===== src/rtl/ctrl_pkg.sv =====
// ctrl_pkg: shared opcode constants, control enums and the decoded control bundle
// Used by instr_decode (produces ctrl_bundle_t) and decode_ctrl_pipe (registers it).
package ctrl_pkg;
    localparam logic [6:0] OP_R      = 7'b0110011;
    localparam logic [6:0] OP_I      = 7'b0010011;
    localparam logic [6:0] OP_LOAD   = 7'b0000011;
    localparam logic [6:0] OP_STORE  = 7'b0100011;
    localparam logic [6:0] OP_BRANCH = 7'b1100011;
    localparam logic [6:0] OP_JAL    = 7'b1101111;
    localparam logic [6:0] OP_JALR   = 7'b1100111;
    localparam logic [6:0] OP_LUI    = 7'b0110111;
    localparam logic [6:0] OP_AUIPC  = 7'b0010111;
    localparam logic [6:0] F7_BASE   = 7'b0000000;
    localparam logic [6:0] F7_ALT    = 7'b0100000;
    localparam logic [6:0] F7_M      = 7'b0000001;
    typedef enum logic [3:0] {
        ALU_ADD  = 4'b0000, ALU_SUB = 4'b0001, ALU_AND = 4'b0010, ALU_OR  = 4'b0011,
        ALU_XOR  = 4'b0100, ALU_SLL = 4'b0101, ALU_SRL = 4'b0110, ALU_SRA = 4'b0111,
        ALU_SLT  = 4'b1000, ALU_SLTU = 4'b1001, ALU_LUI = 4'b1111
    } alu_op_e;
    typedef enum logic [2:0] {IMM_I = 3'b000, IMM_S = 3'b001, IMM_B = 3'b010, IMM_J = 3'b011, IMM_U = 3'b100} imm_src_e;
    typedef enum logic [1:0] {RES_ALU = 2'b00, RES_MEM = 2'b01, RES_PC4 = 2'b10, RES_MD = 2'b11} result_src_e;
    typedef enum logic [1:0] {JMP_NONE = 2'b00, JMP_JAL = 2'b01, JMP_JALR = 2'b10} jump_e;
    typedef struct packed {
        logic        reg_write, mem_write, branch, load, store, alu_src_a, alu_src_b;
        alu_op_e     alu_control;
        result_src_e result_src;
        logic [2:0]  branch_type;
        jump_e       jump;
        imm_src_e    imm_src;
        logic [2:0]  addr_ctrl;
        logic [4:0]  rd, rs1, rs2;
        logic [2:0]  muldiv_op;
    } ctrl_bundle_t;
    // alt selects sub/sra over add/srl
    function automatic alu_op_e alu_of(input logic [2:0] f3, input logic alt);
        case (f3)
            3'b000:  return alt ? ALU_SUB : ALU_ADD;
            3'b001:  return ALU_SLL;
            3'b010:  return ALU_SLT;
            3'b011:  return ALU_SLTU;
            3'b100:  return ALU_XOR;
            3'b101:  return alt ? ALU_SRA : ALU_SRL;
            3'b110:  return ALU_OR;
            default: return ALU_AND;
        endcase
    endfunction
endpackage


===== src/rtl/instr_decode.sv =====
// instr_decode: combinational RV32I(+M) decoder into ctrl_bundle_t
// Ports: i_instr (32-bit instruction) -> o_bundle (control bundle),
//        o_is_muldiv (legal RV32M op), o_illegal (unknown opcode / bad funct7 / disabled M)
import ctrl_pkg::*;
module instr_decode #(
    parameter bit ENABLE_M = 1'b1
) (
    input  logic [31:0]  i_instr,
    output ctrl_bundle_t o_bundle,
    output logic         o_is_muldiv,
    output logic         o_illegal
);
    logic [6:0] w_op, w_f7;
    logic [2:0] w_f3;
    assign w_op = i_instr[6:0];
    assign w_f3 = i_instr[14:12];
    assign w_f7 = i_instr[31:25];
    always_comb begin
        o_bundle = '0;
        o_bundle.rd = i_instr[11:7];
        o_bundle.rs1 = i_instr[19:15];
        o_bundle.rs2 = i_instr[24:20];
        o_is_muldiv = 1'b0;
        o_illegal = 1'b0;
        case (w_op)
            OP_R: begin
                if (w_f7 == F7_M) begin
                    o_illegal = !ENABLE_M;
                    o_is_muldiv = ENABLE_M;
                    o_bundle.reg_write = ENABLE_M;
                    o_bundle.result_src = ENABLE_M ? RES_MD : RES_ALU;
                    o_bundle.muldiv_op = ENABLE_M ? w_f3 : 3'b000;
                end else if (w_f7 == F7_BASE || (w_f7 == F7_ALT && (w_f3 == 3'b000 || w_f3 == 3'b101))) begin
                    o_bundle.reg_write = 1'b1;
                    o_bundle.alu_control = alu_of(w_f3, w_f7[5]);
                end else o_illegal = 1'b1;
            end
            OP_I: begin
                // only the shift-immediates carry a funct7 field
                if ((w_f3 == 3'b001 && w_f7 != F7_BASE) || (w_f3 == 3'b101 && w_f7 != F7_BASE && w_f7 != F7_ALT)) o_illegal = 1'b1;
                else begin
                    o_bundle.reg_write = 1'b1;
                    o_bundle.alu_src_b = 1'b1;
                    o_bundle.alu_control = alu_of(w_f3, w_f3 == 3'b101 && w_f7[5]);
                end
            end
            OP_LOAD: begin
                o_bundle.reg_write = 1'b1;
                o_bundle.load = 1'b1;
                o_bundle.alu_src_b = 1'b1;
                o_bundle.result_src = RES_MEM;
                o_bundle.addr_ctrl = w_f3;
            end
            OP_STORE: begin
                o_bundle.mem_write = 1'b1;
                o_bundle.store = 1'b1;
                o_bundle.alu_src_b = 1'b1;
                o_bundle.imm_src = IMM_S;
                o_bundle.addr_ctrl = w_f3;
            end
            OP_BRANCH: begin
                o_bundle.branch = 1'b1;
                o_bundle.imm_src = IMM_B;
                o_bundle.branch_type = w_f3;
                o_bundle.alu_control = w_f3[2:1] == 2'b11 ? ALU_SLTU : w_f3[2:1] == 2'b10 ? ALU_SLT : ALU_SUB;
            end
            OP_JAL: begin
                o_bundle.reg_write = 1'b1;
                o_bundle.jump = JMP_JAL;
                o_bundle.imm_src = IMM_J;
                o_bundle.result_src = RES_PC4;
            end
            OP_JALR: begin
                o_bundle.reg_write = 1'b1;
                o_bundle.jump = JMP_JALR;
                o_bundle.alu_src_b = 1'b1;
                o_bundle.result_src = RES_PC4;
            end
            OP_LUI: begin
                o_bundle.reg_write = 1'b1;
                o_bundle.alu_src_b = 1'b1;
                o_bundle.alu_control = ALU_LUI;
                o_bundle.imm_src = IMM_U;
            end
            OP_AUIPC: begin
                o_bundle.reg_write = 1'b1;
                o_bundle.alu_src_a = 1'b1;
                o_bundle.alu_src_b = 1'b1;
                o_bundle.imm_src = IMM_U;
            end
            default: o_illegal = 1'b1;
        endcase
    end
endmodule


===== src/rtl/decode_ctrl_pipe.sv =====
// decode_ctrl_pipe: registered decode stage (ID/EX control register) with stall/flush and mul/div sequencing
// Inputs: clk, rst (sync, active-high), instr_i/instr_valid_i from IF/ID, stall_i, flush_i.
// Outputs: id_ready_o (combinational accept), ex_valid_o + registered control bundle,
//          muldiv_start_o/muldiv_abort_o pulses, illegal_o, busy_o (mul/div in flight).
import ctrl_pkg::*;
module decode_ctrl_pipe #(
    parameter bit ENABLE_M   = 1'b1,
    parameter int MUL_CYCLES = 2,
    parameter int DIV_CYCLES = 33
) (
    input  logic        clk,
    input  logic        rst,
    input  logic [31:0] instr_i,
    input  logic        instr_valid_i,
    input  logic        stall_i,
    input  logic        flush_i,
    output logic        id_ready_o,
    output logic        ex_valid_o,
    output logic        reg_write_o,
    output logic        mem_write_o,
    output logic        branch_o,
    output logic        load_o,
    output logic        store_o,
    output logic        alu_src_a_o,
    output logic        alu_src_b_o,
    output logic [3:0]  alu_control_o,
    output logic [1:0]  result_src_o,
    output logic [2:0]  branch_type_o,
    output logic [1:0]  jump_o,
    output logic [2:0]  imm_src_o,
    output logic [2:0]  addr_ctrl_o,
    output logic [4:0]  rd_o,
    output logic [4:0]  rs1_o,
    output logic [4:0]  rs2_o,
    output logic [2:0]  muldiv_op_o,
    output logic        muldiv_start_o,
    output logic        muldiv_abort_o,
    output logic        illegal_o,
    output logic        busy_o
);
    localparam int MAX_LAT = (MUL_CYCLES > DIV_CYCLES) ? MUL_CYCLES : DIV_CYCLES;
    localparam int CNT_W = $clog2(MAX_LAT) + 1;
    localparam logic [CNT_W-1:0] MUL_CNT = CNT_W'(MUL_CYCLES - 1);
    localparam logic [CNT_W-1:0] DIV_CNT = CNT_W'(DIV_CYCLES - 1);
    typedef enum logic {IDLE, MD_BUSY} state_e;
    state_e           r_state, w_state_n;
    logic [CNT_W-1:0] r_cnt, w_cnt_n;
    ctrl_bundle_t     r_bundle, w_bundle_n, w_bundle;
    logic             r_ex_valid, w_ex_valid_n, r_illegal, w_illegal_n;
    logic             r_start, w_start_n, r_abort, w_abort_n;
    logic             w_is_md, w_illegal;
    instr_decode #(.ENABLE_M(ENABLE_M)) u_dec (
        .i_instr     (instr_i),
        .o_bundle    (w_bundle),
        .o_is_muldiv (w_is_md),
        .o_illegal   (w_illegal)
    );
    always_comb begin
        w_state_n = r_state;
        w_cnt_n = r_cnt;
        w_bundle_n = r_bundle;
        w_ex_valid_n = r_ex_valid;
        w_illegal_n = r_illegal;
        w_start_n = 1'b0;
        w_abort_n = 1'b0;
        if (flush_i) begin
            w_state_n = IDLE;
            w_cnt_n = '0;
            w_ex_valid_n = 1'b0;
            w_illegal_n = 1'b0;
            w_abort_n = r_state == MD_BUSY;
        end else if (r_state == IDLE) begin
            if (!stall_i) begin
                // M ops stay invalid to EX until the counter expires
                w_ex_valid_n = instr_valid_i && !w_is_md;
                w_illegal_n = instr_valid_i && w_illegal;
                if (instr_valid_i) begin
                    w_bundle_n = w_bundle;
                    w_start_n = w_is_md;
                    w_state_n = w_is_md ? MD_BUSY : IDLE;
                    if (w_is_md) w_cnt_n = instr_i[14] ? DIV_CNT : MUL_CNT;
                end
            end
        end else if (r_cnt != '0) w_cnt_n = r_cnt - CNT_W'(1);
        else if (!stall_i) begin
            w_state_n = IDLE;
            w_ex_valid_n = 1'b1;
        end
    end
    always_ff @(posedge clk) begin
        if (rst) begin
            r_state <= IDLE;
            r_cnt <= '0;
            r_bundle <= '0;
            r_ex_valid <= 1'b0;
            r_illegal <= 1'b0;
            r_start <= 1'b0;
            r_abort <= 1'b0;
        end else begin
            r_state <= w_state_n;
            r_cnt <= w_cnt_n;
            r_bundle <= w_bundle_n;
            r_ex_valid <= w_ex_valid_n;
            r_illegal <= w_illegal_n;
            r_start <= w_start_n;
            r_abort <= w_abort_n;
        end
    end
    assign id_ready_o = !rst && r_state == IDLE && !stall_i && !flush_i;
    assign ex_valid_o = r_ex_valid;
    assign reg_write_o = r_bundle.reg_write && r_ex_valid;
    assign mem_write_o = r_bundle.mem_write && r_ex_valid;
    assign branch_o = r_bundle.branch && r_ex_valid;
    assign load_o = r_bundle.load && r_ex_valid;
    assign store_o = r_bundle.store && r_ex_valid;
    assign jump_o = r_bundle.jump & {2{r_ex_valid}};
    assign alu_src_a_o = r_bundle.alu_src_a;
    assign alu_src_b_o = r_bundle.alu_src_b;
    assign alu_control_o = r_bundle.alu_control;
    assign result_src_o = r_bundle.result_src;
    assign branch_type_o = r_bundle.branch_type;
    assign imm_src_o = r_bundle.imm_src;
    assign addr_ctrl_o = r_bundle.addr_ctrl;
    assign rd_o = r_bundle.rd;
    assign rs1_o = r_bundle.rs1;
    assign rs2_o = r_bundle.rs2;
    assign muldiv_op_o = r_bundle.muldiv_op;
    assign muldiv_start_o = r_start;
    assign muldiv_abort_o = r_abort;
    assign illegal_o = r_illegal;
    assign busy_o = r_state == MD_BUSY;
endmodule


===== config.mk =====
export PLATFORM = sky130hd
export DESIGN_NAME = decode_ctrl_pipe
export DESIGN_NICKNAME = d
export VERILOG_FILES = /design/src/rtl/ctrl_pkg.sv /design/src/rtl/instr_decode.sv /design/src/rtl/decode_ctrl_pipe.sv
export SDC_FILE = /design/constraint.sdc
export NUM_CORES = 1
export LEC_CHECK = 0
export BUFFER_PORTS_ARGS = -buffer_cell sky130_fd_sc_hd__buf_2
export CAP_MARGIN = 25
export CORE_MARGIN = 1
export CORE_UTILIZATION = 35
export DETAILED_ROUTE_END_ITERATION = 8
export PLACE_DENSITY = 0.62
export SETUP_SLACK_MARGIN = 0.05
export SKIP_CTS_REPAIR_TIMING = 1
export SLEW_MARGIN = 0
export SYNTH_ARGS = -nofsm -noshare
export SYNTH_HDL_FRONTEND = slang
export SYNTH_SLANG_ARGS = --single-unit

===== constraint.sdc =====
create_clock -name clk -period 2.3 [get_ports clk]
set_input_delay 0.46 -clock clk [delete_from_list [all_inputs] [get_ports clk]]
set_output_delay 0.46 -clock clk [all_outputs]
set_load 0.03 [all_outputs]

==> out/metrics.cfg <==
[outcome]
outcome=finished clean

[global_routing]
grt_util_met3_pct=4.31
grt_pass1_wl_um=11400
grt_pass1_vias=2390
grt_use_met1_pct=22.2
track_usage_pct=16.7
gr-usage-met2_pct=27.1
grt_max_degree=35
grt-ovfl-total=0
antenna_found_initial=0
busiest_layer=met2

[final_layout]
nets=443
drive_above_1_share_pct=28.1
nFillCells=821
utilization_pct=41.1
diodes=0
layout.cells.non_filler=508
synthToLayoutAreaGrowth_pct=13.3

[pwr]
power_frac_seq_pct=52.3
powerDensity_nw_per_um2=565
power_frac_comb_pct=12.5
p_leak_nw=1.38
peakVddDrop_mv=0.338
p_int_mw=1.34
sw_frac_of_total_pct=25.8
clkPwrFrac_pct=35.2
switchingPower_mw=0.466

[worst_setup_path]
arrival_ps=2090
cp-start-kind=flop
r2r_slack_ps=430
critPathMaxFanout=4
worst_setup_path_end_kind=flop
reg2reg_depth=7
cp.required_ps=2520
critPathKind=flop to flop

[clock_tree]
cts_num_sinks=53
numCtsBuffers=5
cts.htree.levels=2
clock_latency_ps=300
clk_path_buf_depth=2
cts_tree=yes
clk_pin_slew_ps=100
root_buffer=clkbuf_8

[synthesis]
synth-seq-cells=53
synth_most_common_cell=nand2_1
synth_flop_cell=dfxtp_1
synthCells=358
synth_area_per_cell_sq_um=7.88
synth.net_count=396
synth-edff-count=0
yosys_warnings=0
synth_top_area_share_pct=37.6
yosys.area.top_type=dfxtp_1
yosysSeqAreaShare_pct=37.6
synth.distinct_cells=57
syn_area_sq_um=2820
postSynth.asyncResetShare_pct=0
netlist_top_cells_count=nand2_1, dfxtp_1, a21oi_1
yosys-top-cells-area=dfxtp_1, buf_4, a21oi_1

[route]
vias=2602
postRouteAntennaNets=0
drt_iter0_drc=126
routed_wl_um=6990
viasPerCell=5.12
drc_errors=0
dr.pass1.iters=4
routedWlPerCell_um=13.8

[sta]
finalHoldViolCount=0
finalCritPeriodShare_pct=81.4
slew_headroom_pct=64.1
setup_viol=0
rsz0062_at_grt=false
worstMarginPinSlew_ps=525
fin_crit_ps=1870
maxSlewViolCount=0
fmax_mhz=534
clock_skew_ps=5.57
fin_tns_setup_ps=0

[placement]
place_congestion=0.905
io_buffers=84
dp_cells=500
dp_hpwl_um=5200

[floorplanning]
floorplan.die_area_sq_um=8420
start_util_pct=36.3
coreArea_sq_um=7770
rows=32
io_pins=85
die_height_um=91.8
die_width_um=91.8

[job]
drv_cap=0

[min_path]
hp-class=input pin to flop
whs_path_depth=3

[flip-flops by register name (all words and copies together) (netlist names), 2 cells and up]
signal         count
muldiv_op_o        3
result_src_o       2
rs2_o              5
branch_type_o      3
rd_o               5
addr_ctrl_o        3
rs1_o              5
imm_src_o          3
alu_control_o      4
r_bundle           6
r_cnt              7
[layout by cell type (no fill, tap or decap), types with 3 or more instances in the layout]
| master | n |
|---|---|
| a21oi_1 | 42 |
| o21ai_0 | 16 |
| xor2_1 | 4 |
| nor3_1 | 13 |
| o211a_1 | 3 |
| buf_2 | 84 |
| nand3_1 | 17 |
| nor4_1 | 4 |
| nor2_1 | 21 |
| clkbuf_8 | 5 |
| dfxtp_1 | 53 |
| a211oi_1 | 5 |
| nand2b_1 | 3 |
| buf_4 | 11 |
| and2_1 | 8 |
| inv_1 | 6 |
| and3_1 | 4 |
| or4_1 | 4 |
| nand2_1 | 55 |
[worst max-delay path, cell delays in order, from the launching register on]
cell and delay [ps]:
dfxtp_1 400, inv_1 80, ha_1 250, nand2b_1 140, o21ai_1 150, or4_1 450, xor2_1 150, nor3_1 170
[layout make-up]
cell class	count	area, sq um	area share [%]
multi-input combinational	242	1350	42.1
sequential	53	1060	33.2
timing repair buffer	96	523	16.4
tap	102	128	3.99
clock buffer	6	72.6	2.27
clock inverter	2	38.8	1.21
inverter	7	26.3	0.822
[metal layers]
metal / share of wire [%] / vias to the layer above
met3: 4.9 / 6
met2: 45 / 79
li1: - / 1306
met4: 0.96 / 0
met5: 0 / -
met1: 49 / 1211
[final timing paths]
| kind | endpoint | start |
|---|---|---|
| min reg2reg | r_cnt[6] | r_cnt[6] |
| max reg2reg | r_cnt[3] | r_cnt[0] |
| max | r_cnt[3] | r_cnt[0] |
| min | rs2_o[2] | instr_i[22] |
[stage by stage]
step                      instance area, sq um  hold WS [ps]  setup WS, ps  power (mW)
after floorplan                           2820           410           155        1.13
after global placement                    3080           426           185        1.19
after detailed placement                  3080           427           177        1.19
after CTS                                 3200           366           423        1.83
after global routing                      3200           360           295        1.89
final                                     3200           379           427        1.80
[kinds of logic after synthesis]
family | Yosys count | share of synthesized area, %
mux | 3 | 1.11
compound gates | 87 | 19.1
fa+ha+maj | 1 | 0.443
flops | 53 | 37.6
buf+inv | 63 | 14.8
xor+xnor | 4 | 1.24
simple gates | 147 | 25.8
[power by group through the flow]
stage / Combinational (mW) / Clock [mW] / Sequential [mW]
floorplan: 0.160 / 0 / 0.967
global placement: 0.224 / 0 / 0.965
detailed placement: 0.225 / 0 / 0.966
CTS: 0.226 / 0.659 / 0.944
global route: 0.247 / 0.696 / 0.947
finish: 0.226 / 0.634 / 0.944
No activity file was read; power rests on OpenSTA's default activity.
